## config.mk

```make
export PLATFORM = sky130hd
export DESIGN_NAME = fetch_redirect_ctrl_flat
export DESIGN_NICKNAME = d
export VERILOG_FILES = /design/src/rtl/fetch_redirect_if.sv /design/src/rtl/fetch_redirect_ctrl.sv /design/src/flat_wrapper.sv
export SDC_FILE = /design/constraint.sdc
export NUM_CORES = 1
export LEC_CHECK = 0
export CAP_MARGIN = 0
export CORE_ASPECT_RATIO = 0.8
export CORE_UTILIZATION = 39
export DETAILED_ROUTE_END_ITERATION = 10
export GPL_TIMING_DRIVEN = 0
export PLACE_DENSITY = 0.76
export SLEW_MARGIN = 10
export SYNTH_ARGS = -nofsm -noshare
export SYNTH_HDL_FRONTEND = slang
export SYNTH_SLANG_ARGS = --single-unit
export TNS_END_PERCENT = 10
```

## constraint.sdc

```tcl
create_clock -name clk -period 1.6 [get_ports clk]
set_input_delay 0.24 -clock clk [delete_from_list [all_inputs] [get_ports clk]]
set_output_delay 0.24 -clock clk [all_outputs]
set_load 0.03 [all_outputs]
```

## src/rtl/fetch_redirect_if.sv

```systemverilog
// Request/control bundle between the pipeline and the fetch redirect controller.
// Optional perf counter outputs exist only under FETCH_REDIRECT_PERF_EN.
interface fetch_redirect_if #(
  parameter int XLEN   = 32,
  parameter int PERF_W = 32
);
  logic            trap_valid;
  logic [XLEN-1:0] trap_target;
  logic            ex_br_valid;
  logic [XLEN-1:0] ex_br_target;
  logic            id_jmp_valid;
  logic [XLEN-1:0] id_jmp_target;
  logic            load_use_hazard;
  logic            imem_ready;
  logic            halt_req;
  logic            resume;
  logic            keep_pc;
  logic            branch_op;
  logic [XLEN-1:0] branch_target;
  logic            flush_ifid;
  logic            flush_idex;
  logic            stall_ifid;
  logic            redirect_pending;
  logic            halted;
`ifdef FETCH_REDIRECT_PERF_EN
  logic [PERF_W-1:0] perf_stall_cnt;
  logic [PERF_W-1:0] perf_redirect_cnt;
`endif

  modport master (
    output trap_valid, trap_target, ex_br_valid, ex_br_target,
           id_jmp_valid, id_jmp_target, load_use_hazard, imem_ready,
           halt_req, resume,
`ifdef FETCH_REDIRECT_PERF_EN
    input  perf_stall_cnt, perf_redirect_cnt,
`endif
    input  keep_pc, branch_op, branch_target, flush_ifid, flush_idex,
           stall_ifid, redirect_pending, halted
  );

  modport slave (
    input  trap_valid, trap_target, ex_br_valid, ex_br_target,
           id_jmp_valid, id_jmp_target, load_use_hazard, imem_ready,
           halt_req, resume,
`ifdef FETCH_REDIRECT_PERF_EN
    output perf_stall_cnt, perf_redirect_cnt,
`endif
    output keep_pc, branch_op, branch_target, flush_ifid, flush_idex,
           stall_ifid, redirect_pending, halted
  );
endinterface

```

## src/rtl/fetch_redirect_ctrl.sv

```systemverilog
// IF-stage PC sequencer: merges trap/branch/jump redirects and stalls, buffers a
// redirect while imem is busy, supports halt. FETCH_REDIRECT_PERF_EN adds counters.
module fetch_redirect_ctrl #(
  parameter int XLEN   = 32,
  parameter int PERF_W = 32
) (
  input  logic           clk,
  input  logic           rst,
  fetch_redirect_if.slave bus
);
  typedef enum logic [1:0] {RUN, HOLD, HALT} state_t;
  typedef enum logic [1:0] {SRC_NONE, SRC_JMP, SRC_BR, SRC_TRAP} src_t;

  state_t          state, nxt_state;
  src_t            pend_src, nxt_src;
  logic [XLEN-1:0] pend_target, nxt_target;

  logic            jmp_ok, hard_req, sel_valid;
  src_t            sel_src;
  logic [XLEN-1:0] sel_target;
  logic            hold_ovr;
  src_t            ovr_src;
  logic [XLEN-1:0] ovr_target;

  logic            keep_pc, branch_op, flush_ifid, flush_idex, stall_ifid;
  logic            redirect_pending, halted;
  logic [XLEN-1:0] branch_target;

  // A jump decoded under a load-use hazard is not yet valid, so it never competes.
  assign jmp_ok   = bus.id_jmp_valid & ~bus.load_use_hazard;
  assign hard_req = bus.trap_valid | bus.ex_br_valid;
  assign sel_valid = hard_req | jmp_ok;

  always_comb begin
    sel_src    = SRC_NONE;
    sel_target = '0;
    if (bus.trap_valid) begin
      sel_src    = SRC_TRAP;
      sel_target = bus.trap_target;
    end else if (bus.ex_br_valid) begin
      sel_src    = SRC_BR;
      sel_target = bus.ex_br_target;
    end else if (jmp_ok) begin
      sel_src    = SRC_JMP;
      sel_target = bus.id_jmp_target;
    end
  end

  // While buffering, a trap always wins; an EX branch cannot displace a pending trap.
  assign hold_ovr   = bus.trap_valid |
                      (bus.ex_br_valid & (pend_src == SRC_JMP || pend_src == SRC_BR));
  assign ovr_src    = bus.trap_valid ? SRC_TRAP : SRC_BR;
  assign ovr_target = bus.trap_valid ? bus.trap_target : bus.ex_br_target;

  always_comb begin
    nxt_state        = state;
    nxt_src          = pend_src;
    nxt_target       = pend_target;
    keep_pc          = 1'b0;
    branch_op        = 1'b0;
    branch_target    = '0;
    flush_ifid       = 1'b0;
    flush_idex       = 1'b0;
    stall_ifid       = 1'b0;
    redirect_pending = 1'b0;
    halted           = 1'b0;
    case (state)
      RUN: begin
        flush_ifid = sel_valid;
        flush_idex = hard_req;
        stall_ifid = bus.load_use_hazard & ~hard_req;
        if (sel_valid && bus.imem_ready) begin
          branch_op     = 1'b1;
          branch_target = sel_target;
        end else if (sel_valid) begin
          keep_pc    = 1'b1;
          nxt_src    = sel_src;
          nxt_target = sel_target;
          nxt_state  = HOLD;
        end else if (bus.halt_req) begin
          keep_pc   = 1'b1;
          nxt_state = HALT;
        end else begin
          keep_pc = bus.load_use_hazard | ~bus.imem_ready;
        end
      end
      HOLD: begin
        redirect_pending = 1'b1;
        flush_ifid       = 1'b1;
        flush_idex       = hard_req;
        if (bus.imem_ready) begin
          branch_op     = 1'b1;
          branch_target = hold_ovr ? ovr_target : pend_target;
          nxt_src       = SRC_NONE;
          nxt_state     = RUN;
        end else begin
          keep_pc = 1'b1;
          if (hold_ovr) begin
            nxt_src    = ovr_src;
            nxt_target = ovr_target;
          end
        end
      end
      HALT: begin
        halted     = 1'b1;
        keep_pc    = 1'b1;
        stall_ifid = 1'b1;
        if (bus.resume) nxt_state = RUN;
      end
      default: begin
        keep_pc   = 1'b1;
        nxt_state = RUN;
        nxt_src   = SRC_NONE;
      end
    endcase
  end

  always_ff @(posedge clk or posedge rst) begin
    if (rst) begin
      state       <= RUN;
      pend_src    <= SRC_NONE;
      pend_target <= '0;
    end else begin
      state       <= nxt_state;
      pend_src    <= nxt_src;
      pend_target <= nxt_target;
    end
  end

  // Reset holds the PC and silences every other control.
  assign bus.keep_pc          = rst | keep_pc;
  assign bus.branch_op        = ~rst & branch_op;
  assign bus.branch_target    = rst ? '0 : branch_target;
  assign bus.flush_ifid       = ~rst & flush_ifid;
  assign bus.flush_idex       = ~rst & flush_idex;
  assign bus.stall_ifid       = ~rst & stall_ifid;
  assign bus.redirect_pending = ~rst & redirect_pending;
  assign bus.halted           = ~rst & halted;

`ifdef FETCH_REDIRECT_PERF_EN
  logic [PERF_W-1:0] perf_stall_cnt, perf_redirect_cnt;

  always_ff @(posedge clk or posedge rst) begin
    if (rst) begin
      perf_stall_cnt    <= '0;
      perf_redirect_cnt <= '0;
    end else begin
      if (keep_pc)   perf_stall_cnt    <= perf_stall_cnt + 1'b1;
      if (branch_op) perf_redirect_cnt <= perf_redirect_cnt + 1'b1;
    end
  end

  assign bus.perf_stall_cnt    = perf_stall_cnt;
  assign bus.perf_redirect_cnt = perf_redirect_cnt;
`endif
endmodule

```

## src/flat_wrapper.sv

```systemverilog
// flat-port wrapper written by rule: the top's interface ports become plain ports
module fetch_redirect_ctrl_flat 
#(
  parameter int XLEN   = 32,
  parameter int PERF_W = 32
)
  (clk, rst, bus_trap_valid, bus_trap_target, bus_ex_br_valid, bus_ex_br_target, bus_id_jmp_valid, bus_id_jmp_target, bus_load_use_hazard, bus_imem_ready, bus_halt_req, bus_resume, bus_keep_pc, bus_branch_op, bus_branch_target, bus_flush_ifid, bus_flush_idex, bus_stall_ifid, bus_redirect_pending, bus_halted);
  fetch_redirect_if #(.XLEN(XLEN), .PERF_W(PERF_W)) bus_i ();
  input  logic clk;
  input  logic rst;
  input wire logic [$bits(bus_i.trap_valid)-1:0] bus_trap_valid;
  input wire logic [$bits(bus_i.trap_target)-1:0] bus_trap_target;
  input wire logic [$bits(bus_i.ex_br_valid)-1:0] bus_ex_br_valid;
  input wire logic [$bits(bus_i.ex_br_target)-1:0] bus_ex_br_target;
  input wire logic [$bits(bus_i.id_jmp_valid)-1:0] bus_id_jmp_valid;
  input wire logic [$bits(bus_i.id_jmp_target)-1:0] bus_id_jmp_target;
  input wire logic [$bits(bus_i.load_use_hazard)-1:0] bus_load_use_hazard;
  input wire logic [$bits(bus_i.imem_ready)-1:0] bus_imem_ready;
  input wire logic [$bits(bus_i.halt_req)-1:0] bus_halt_req;
  input wire logic [$bits(bus_i.resume)-1:0] bus_resume;
  output wire logic [$bits(bus_i.keep_pc)-1:0] bus_keep_pc;
  output wire logic [$bits(bus_i.branch_op)-1:0] bus_branch_op;
  output wire logic [$bits(bus_i.branch_target)-1:0] bus_branch_target;
  output wire logic [$bits(bus_i.flush_ifid)-1:0] bus_flush_ifid;
  output wire logic [$bits(bus_i.flush_idex)-1:0] bus_flush_idex;
  output wire logic [$bits(bus_i.stall_ifid)-1:0] bus_stall_ifid;
  output wire logic [$bits(bus_i.redirect_pending)-1:0] bus_redirect_pending;
  output wire logic [$bits(bus_i.halted)-1:0] bus_halted;
  assign bus_i.trap_valid = bus_trap_valid;
  assign bus_i.trap_target = bus_trap_target;
  assign bus_i.ex_br_valid = bus_ex_br_valid;
  assign bus_i.ex_br_target = bus_ex_br_target;
  assign bus_i.id_jmp_valid = bus_id_jmp_valid;
  assign bus_i.id_jmp_target = bus_id_jmp_target;
  assign bus_i.load_use_hazard = bus_load_use_hazard;
  assign bus_i.imem_ready = bus_imem_ready;
  assign bus_i.halt_req = bus_halt_req;
  assign bus_i.resume = bus_resume;
  assign bus_keep_pc = bus_i.keep_pc;
  assign bus_branch_op = bus_i.branch_op;
  assign bus_branch_target = bus_i.branch_target;
  assign bus_flush_ifid = bus_i.flush_ifid;
  assign bus_flush_idex = bus_i.flush_idex;
  assign bus_stall_ifid = bus_i.stall_ifid;
  assign bus_redirect_pending = bus_i.redirect_pending;
  assign bus_halted = bus_i.halted;
  fetch_redirect_ctrl #(.XLEN(XLEN), .PERF_W(PERF_W)) u_core (.clk(clk), .rst(rst), .bus(bus_i));
endmodule
```

==> flow_summary.toml <==
[global_route]
grt_pass1_wl_um = 23160
grt-ovfl-total = 0
grt_pass1_vias = 4443
antenna_found_initial = 0
grt_max_degree = 37
grt_use_total = 0.3318

[clocking]
cts_buffers = 5
clock_path_buffers = 2
clock_latency_ns = 0.29
clock-sinks = 36
cts_hold_buf = 0
cts_htree_levels = 2
clockRootBuffer = "clkbuf_8"
clk_pin_slew_ns = 0.08
cts_tree = "yes"

[synthesis]
syn_area_sq_mm = 0.003262
synth_area_leaders = "dfrtp_1 (28%), a221o_1 (9.8%), o32a_1 (9.8%), o31ai_1 (7.4%), nand2b_1 (6.9%)"
synth_xor_area_frac = 0.002685
yosysMostFrequentCell = "nor2_1"
syn_inst = 411
synthMuxAreaShare = 0
synth_nets = 516
ys_types = 31
yosysTopAreaCell = "dfrtp_1"
synth_fa_ha_area_frac = 0
synth_common_cells = "nor2_1 (39), dfrtp_1 (36), nand2b_1 (36)"
ys_seq_elements = 36
synth_top_area_frac = 0.2762
synth_top_family_by_area = "compound AO/OA/AOI/OAI gates"
synthSimpleGateAreaFrac = 0.2386
ys_warn_count = 0
synth_compound_area_frac = 0.4116
yosysSeqAreaShare = 0.2762
post_synth.cell_area_avg_sq_um = 7.936
async_flop_share = 1.000
synth_edf_count = 0
synth_ff_type = "dfrtp_1"

[critical_path]
worstSetupPathType = "reg2out"
crit_fanout = 10
regToRegSetupSlack_ns = -0.17
r2r-end = "u_core.pend_target[17]"
reg2reg_depth = 5
worstPathRequired_ns = 1.36
cp-end-kind = "output port"
crit_arrival_ns = 1.85
endpoint = "bus_branch_target[13]"
r2r_start = "u_core.pend_src[0]"
worstSetupStartpoint = "u_core.pend_src[0]"
start_kind = "register"

[floorplan]
pin_count = 144
rows = 29
core_area_sq_mm = 0.008019
die_w_um = 104.3
die_area_sq_mm = 0.008736
die_h_um = 83.80
initial_utilization = 0.4068

[detailed_routing]
drt_wl_total_um = 14800
drc = 0
ant_nets = 0
via_per_inst = 6.638
drt_first_pass_iters = 5
drtIter0Drc = 389
wl_per_cell_um = 21.54
num_vias = 4560

[cells_and_area]
antenna_cells = 0
layout.nets = 683
drive_gt1_frac = 0.3661
syn_to_final_growth_pct = 81.28

[pwr]
power_mw = 4.140
powerDensity_mw_per_mm2 = 700.2
power.leakage_nw = 2.368
p_switching_mw = 1.665
p_comb_frac = 0.533
seq_power_share = 0.303
switching_share = 0.4023
power.internal_mw = 2.475
clockPowerShare = 0.164
ir_worst_vdd_uv = 403.1

[timing]
slew_viol_final = 0
period_share = 1.304
maxSlewHeadroom = 0.4665
finClkSkew_ns = 0.01103
period_needed_ns = 2.086
rsz0062_at_grt = "true"
setup-violations-final = 68
layout_setup_ws_ns = -0.4865
hold_viol = 0
max_freq_mhz = 479.3
worst_slew_pin_slew_ns = 0.7991

[status]
status = "finished with violations"
violations = "negative setup slack"

[place]
dp_hpwl_um = 9816
place_ws_ns = -1.391
gp_congestion = 0.8576
io_buffers = 141

[worst_hold_path]
worstHoldPathType = "in2async"

[flow_run]
drv_cap = 0
[final cells by class]
| type | count | area, sq um |
|---|---|---|
| multi-input cells | 326 | 2791 |
| plain buffers | 45 | 377.9 |
| clock buffers | 8 | 90.09 |
| fillers | 585 | 2106 |
| repair buffers | 160 | 1599 |
| inverters | 4 | 15.01 |
| flip-flops and latches | 36 | 904.6 |
| well taps | 108 | 135.1 |
[how the worst min path moves through the flow]
stage                                 startpoint                     end  slack [ns]  cells after the start
after global placement     u_core.pend_target[4]   u_core.pend_target[4]        0.47                      1
after global routing                         rst         u_core.state[1]        0.38                      2
after floorplan                     bus_halt_req         u_core.state[1]        0.40                      2
after detailed placement  u_core.pend_target[13]  u_core.pend_target[13]        0.48                      1
after CTS                                    rst         u_core.state[1]        0.31                      2
final                                        rst         u_core.state[1]        0.28                      2
[what timing repair did]
| action | CTS | global route |
|---|---|---|
| gates cloned | 6 | 0 |
| pin swaps | 11 | 5 |
| setup endpoints to repair | 73 | 72 |
| buffers inserted | 13 | 1 |
| endpoints found under the hold margin | 0 | 0 |
| gates resized for setup | 422 | 23 |
[cell usage in the layout (no fill, tap or decap), drive strengths merged, types with 3 or more instances in the layout]
master,netlist,routed
and3,32,32
o21ai,33,33
nand2,35,35
a21oi,3,3
dlygate4sd2,0,3
clkdlybuf4s50,0,98
nand2b,36,36
o22ai,32,32
nor2,40,40
a221o,32,32
o311ai,3,3
inv,4,4
o32a,32,32
nor3,4,4
o31ai,32,32
buf,20,79
clkbuf,26,30
dfrtp,36,36
[metrics by stage]
stage / cell area (sq um) / instances / hold slack [ns] / TNS [ns] / util
5_1_grt: 5913 / 687 / 0.3796 / -20.67 / 0.7374
6_report: 5913 / 687 / 0.2838 / -18.17 / 0.7374
2_1_floorplan: 3495 / 411 / 0.4039 / -3.065 / -
3_5_place_dp: 5041 / 660 / 0.4818 / -72.37 / 0.6286
4_1_cts: 5829 / 686 / 0.3095 / -16.68 / 0.7269
3_3_place_gp: 5041 / 660 / 0.4733 / -75.38 / 0.6286
[power by group through the flow]
stage / Clock [mW] / Sequential, mW / Combinational [mW]
6_report: 0.681 / 1.25 / 2.21
5_1_grt: 0.720 / 1.27 / 2.31
4_1_cts: 0.670 / 1.24 / 2.10
3_5_place_dp: 0 / 1.22 / 1.73
3_3_place_gp: 0 / 1.21 / 1.70
2_1_floorplan: 0 / 1.19 / 1.07
[state kept, by name, summed over array words and instances, names as in the netlist]
name,count
u_core.pend_target,32
u_core.pend_src,2
u_core.state,2
[worst max-delay path, cell delays in order (launching register included)]
cell and delay (ns):
dfrtp_2 0.45, xnor2_4 0.33, buf_4 0.33, o31ai_4 0.13, o22ai_4 0.16, buf_6 0.16
[metal layers]
layer / GRT usage / share of wire / up-vias
li1: - / - / 1960
met1: 0.4580 / 0.42 / 2249
met5: 0 / 0 / -
met4: 0.1091 / 0.025 / 0
met2: 0.5339 / 0.47 / 304
met3: 0.04684 / 0.091 / 47
[logic make-up (layout without fill, tap and decap cells)]
logic type      count (synthesis)  after routing
buf+inv                        50            217
simple gates                  152            152
xor+xnor                        1              1
flops                          36             36
compound gates                172            173
Power figures use the tool's default switching activity.
